## config.mk

```make
export PLATFORM = sky130hd
export DESIGN_NAME = pdm_decoder
export DESIGN_NICKNAME = d
export VERILOG_FILES = /design/src/rtl/pdm_decoder.sv
export SDC_FILE = /design/constraint.sdc
export NUM_CORES = 1
export LEC_CHECK = 0
export BUFFER_PORTS_ARGS = -buffer_cell sky130_fd_sc_hd__buf_2
export CAP_MARGIN = 30
export CORE_MARGIN = 1
export CORE_UTILIZATION = 57
export CTS_CLUSTER_SIZE = 40
export DETAILED_ROUTE_END_ITERATION = 6
export GPL_TIMING_DRIVEN = 0
export PLACE_DENSITY = 0.78
export SYNTH_ARGS = -nofsm -noshare
export SYNTH_HDL_FRONTEND = slang
export SYNTH_SLANG_ARGS = --single-unit
```

## constraint.sdc

```tcl
create_clock -name clock -period 2.4 [get_ports clock]
set_input_delay 0.24 -clock clock [delete_from_list [all_inputs] [get_ports clock]]
set_output_delay 0.24 -clock clock [all_outputs]
set_load 0.02 [all_outputs]
```

## src/rtl/pdm_decoder.sv

```systemverilog
// Pulse-density stream decoder: counts ones over non-overlapping windows of
// 2^DATA_BITS accepted samples and delivers one saturated amplitude word per window.
module pdm_decoder #(
    parameter int unsigned DATA_BITS   = 10,
    parameter int unsigned SYNC_STAGES = 2
) (
    input  logic                 clock,
    input  logic                 reset,
    input  logic                 enable,
    input  logic                 pdm_in,
    output logic [DATA_BITS-1:0] amplitude,
    output logic                 amplitude_valid,
    input  logic                 amplitude_ready,
    output logic                 overrun
);

    localparam int unsigned CNT_W = DATA_BITS + 1;
    localparam logic [DATA_BITS-1:0] LAST_SAMPLE = '1;

    logic                 w_s;
    logic                 w_window_end;
    logic                 w_handshake;
    logic [CNT_W-1:0]     w_sum;
    logic [DATA_BITS-1:0] w_result;

    logic [DATA_BITS-1:0] r_sample_count;
    logic [CNT_W-1:0]     r_ones_count;
    logic [DATA_BITS-1:0] r_amplitude;
    logic                 r_first_window;
    logic                 r_valid;
    logic                 r_overrun;

    // Input synchroniser; shifts every cycle independent of enable.
    generate
        if (SYNC_STAGES == 0) begin : g_bypass
            assign w_s = pdm_in;
        end else begin : g_sync
            logic [SYNC_STAGES-1:0] r_sync;
            always_ff @(posedge clock) begin
                if (reset) begin
                    r_sync <= '0;
                end else begin
                    r_sync[0] <= pdm_in;
                    for (int i = 1; i < int'(SYNC_STAGES); i++) begin
                        r_sync[i] <= r_sync[i-1];
                    end
                end
            end
            assign w_s = r_sync[SYNC_STAGES-1];
        end
    endgenerate

    // The full count of 2^DATA_BITS (all-ones window) clamps to the largest amplitude.
    assign w_window_end = enable && (r_sample_count == LAST_SAMPLE);
    assign w_handshake  = r_valid && amplitude_ready;
    assign w_sum        = r_ones_count + CNT_W'(w_s);
    assign w_result     = w_sum[DATA_BITS] ? LAST_SAMPLE : w_sum[DATA_BITS-1:0];

    always_ff @(posedge clock) begin
        if (reset) begin
            r_sample_count <= '0;
            r_ones_count   <= '0;
            r_amplitude    <= '0;
            r_first_window <= 1'b1;
            r_valid        <= 1'b0;
            r_overrun      <= 1'b0;
        end else begin
            if (enable) begin
                r_sample_count <= r_sample_count + DATA_BITS'(1);
                r_ones_count   <= w_window_end ? '0 : w_sum;
            end
            // First window after reset covers synchroniser fill and is dropped.
            if (w_window_end) begin
                if (r_first_window) begin
                    r_first_window <= 1'b0;
                end else begin
                    r_amplitude <= w_result;
                    r_valid     <= 1'b1;
                    if (r_valid && !amplitude_ready) begin
                        r_overrun <= 1'b1;
                    end
                end
            end else if (w_handshake) begin
                r_valid <= 1'b0;
            end
        end
    end

    assign amplitude       = r_amplitude;
    assign amplitude_valid = r_valid;
    assign overrun         = r_overrun;

endmodule

```

==> impl_metrics.yaml <==
synthesis:
  synth_area_mm2: 0.00161
  synth_flop_cell: "dfxtp_1"
  yosysWarningCount: 0
  synthTopCellsByCount: "dfxtp_1, nor2_1, a211oi_1, nand2_1, xnor2_1"
  synth_cell_types: 37
  synth_top_area_share_pct: 44.7
  syn-num-nets: 187
  seq_area_frac_synth_pct: 44.7
  async_flop_share_pct: 0
  yosys.area.top_type: "dfxtp_1"
  syn_avg_cell_area_um2: 9.00
  synthCells: 179
  synth_most_common_cell: "dfxtp_1"
  yosys-top-cells-area: "dfxtp_1, nor2_1, a211oi_1, xnor2_1, xor2_1"
  ys_ff_latch: 36
  synth_edf_count: 0
clock_network:
  cts-root-buf: "clkbuf_4"
  h-tree-depth: 2
  cts-hold-fix-buffers: 0
  clk_pin_slew_worst_paths_ns: 0.10
  cts_tree: "built"
  cts_made_buffers: 5
  cts_buffer_depth: 2
  clock_sinks: 36
  insertion_delay_ns: 0.34
layout:
  num_antenna_cells: 0
  drive_gt1_share_pct: 16.7
  fin_area_mm2: 0.00178
  seqCellArea_um2: 721
  multi_input_area_um2: 830
  utilization_pct: 69.4
  nets: 211
  fill_cells: 222
  syn_to_final_growth_pct: 10.6
global_routing:
  grt_pass1_wl_mm: 5.80
  grt_pass1_vias: 1339
  overflow: 0
  grt_use_total_pct: 27.3
  antenna_found_initial: 0
  grt_max_degree: 11
detailed_routing:
  viasPerCell: 6.07
  route.vias.total: 1414
  drt_iter0_markers: 32
  drt_pre_antenna_iters: 4
  wl_per_cell_um: 15.0
  antenna_left: 0
  route.detailed.drc: 0
  wirelength_mm: 3.50
place:
  pre_cts_ws_ns: 0.129
  post-dp-hpwl_mm: 2.50
  io_buffer_count: 16
  place_congestion: 0.875
  placed_cell_area_mm2: 0.00173
critical_path:
  crit_path_end_kind: "flop"
  required_ns: 2.59
  criticalPathCategory: "flop to flop"
  crit_arrival_ns: 2.35
  cp-start-kind: "flop"
  cp_max_fo: 10
sta:
  slew_headroom_pct: 44.8
  fin_crit_ns: 2.16
  holdWs_ns: 0.113
  tightest_slew_ns: 0.822
  layout_worst_path_cycle_share_pct: 90.1
  setup-violations-final: 0
  fin_worst_skew_ns: 0.0136
  hold_violations: 0
  rsz0062_at_grt: "false"
  max_freq_mhz: 463
  setup_slack_ns: 0.238
  drv_slew: 0
  finalSetupTns_ns: 0
job:
  cap_violations: 0
floorplan:
  core_mm2: 0.00257
  std_cell_rows: 18
  dieArea_mm2: 0.00304
  initial_core_util_pct: 62.8
  die_w_um: 55.2
  fp.dieH_um: 55.2
  boundaryPins: 17
outcome:
  status: "finished, final reports clean"
worst_hold_path:
  hold_class: "primary input to flop"
pwr:
  powerDensity_mw_per_mm2: 530
  power_leakage_uw: 0.000634
  ir_drop_mv: 0.485
## worst max-delay path, cell delays in order (launching register included)
cell and delay (ns):
dfxtp_1 0.35, ha_1 0.26, ha_1 0.31, nand2_1 0.18, o31a_1 0.35, nor4_4 0.26
buf_4 0.22, a211oi_1 0.09
## kinds of logic after synthesis
| kind of cell | Yosys count | share of synthesized area (%) |
|---|---|---|
| AOI/OAI and AO/OA | 34 | 14.9 |
| xor gates and xnor gates | 15 | 8.15 |
| adders and majority gates | 3 | 2.33 |
| buffers and inverters | 15 | 3.80 |
| DFF | 36 | 44.7 |
| muxes | 1 | 0.621 |
| and+or+nand+nor | 75 | 25.5 |
## layer usage
layer / vias to the layer above / global-route usage, % / share of wire [%]
met5: - / 0 / 0
met4: 0 / 11.3 / 2.3
met3: 12 / 7.10 / 5.5
met2: 48 / 45.8 / 49
met1: 665 / 32.8 / 44
li1: 689 / - / -
## final timing paths
| kind | cells past startpoint | to | slack, ns | startpoint |
|---|---|---|---|---|
| setup / recovery | 7 | amplitude[2]$_SDFFE_PP0P_ | 0.24 | r_ones_count[0]$_SDFFE_PP0P_ |
| hold / removal | 2 | g_sync.r_sync[0]$_SDFF_PP0_ | 0.11 | pdm_in |
| setup reg to reg | 7 | amplitude[2]$_SDFFE_PP0P_ | 0.24 | r_ones_count[0]$_SDFFE_PP0P_ |
| hold reg to reg | 1 | g_sync.r_sync[1]$_SDFF_PP0_ | 0.47 | g_sync.r_sync[0]$_SDFF_PP0_ |
## cells in the final DEF (no fill, tap or decap), drive strengths merged, types with 5 or more instances in the layout
master / n
a211oi: 10
clkbuf: 11
dfxtp: 36
nor4: 5
buf: 21
xnor2: 8
o21ai: 6
nand2: 10
xor2: 7
nor3: 6
inv: 6
nand4: 7
nand3: 8
nor2: 24
## flip-flops by register name, indices dropped and copies added, names as in the netlist
signal           flops
r_sample_count      10
amplitude           10
r_first_window       1
amplitude_valid      1
r_ones_count        11
g_sync.r_sync        2
overrun              1
## per-stage QoR
step	power (uW)	std cells
after floorplan	646	179
after global routing	977	233
after CTS	949	232
after global placement	659	225
final	945	233
after detailed placement	662	225
## power by group
group | switching [uW] | leakage, uW | internal, uW
registers | 4.06 | 0.000291 | 603
logic | 26.9 | 0.000315 | 14.1
clock network | 189 | 0.0000281 | 108
## final cells by class
type / count / share of cell area (%)
clock buffer: 6 / 2.32
multi-input combinational: 128 / 46.5
timing repair buffer: 17 / 4.91
clock inverter: 1 / 0.281
buffer: 9 / 2.18
tap: 30 / 2.11
sequential: 36 / 40.4
inverter: 6 / 1.26
## repair_timing
action / in CTS / in global routing
resized for setup: 0 / 0
buffers inserted: 0 / 1
setup endpoints to repair: 0 / 10
Note: power is estimated with default switching activity, not from simulation.
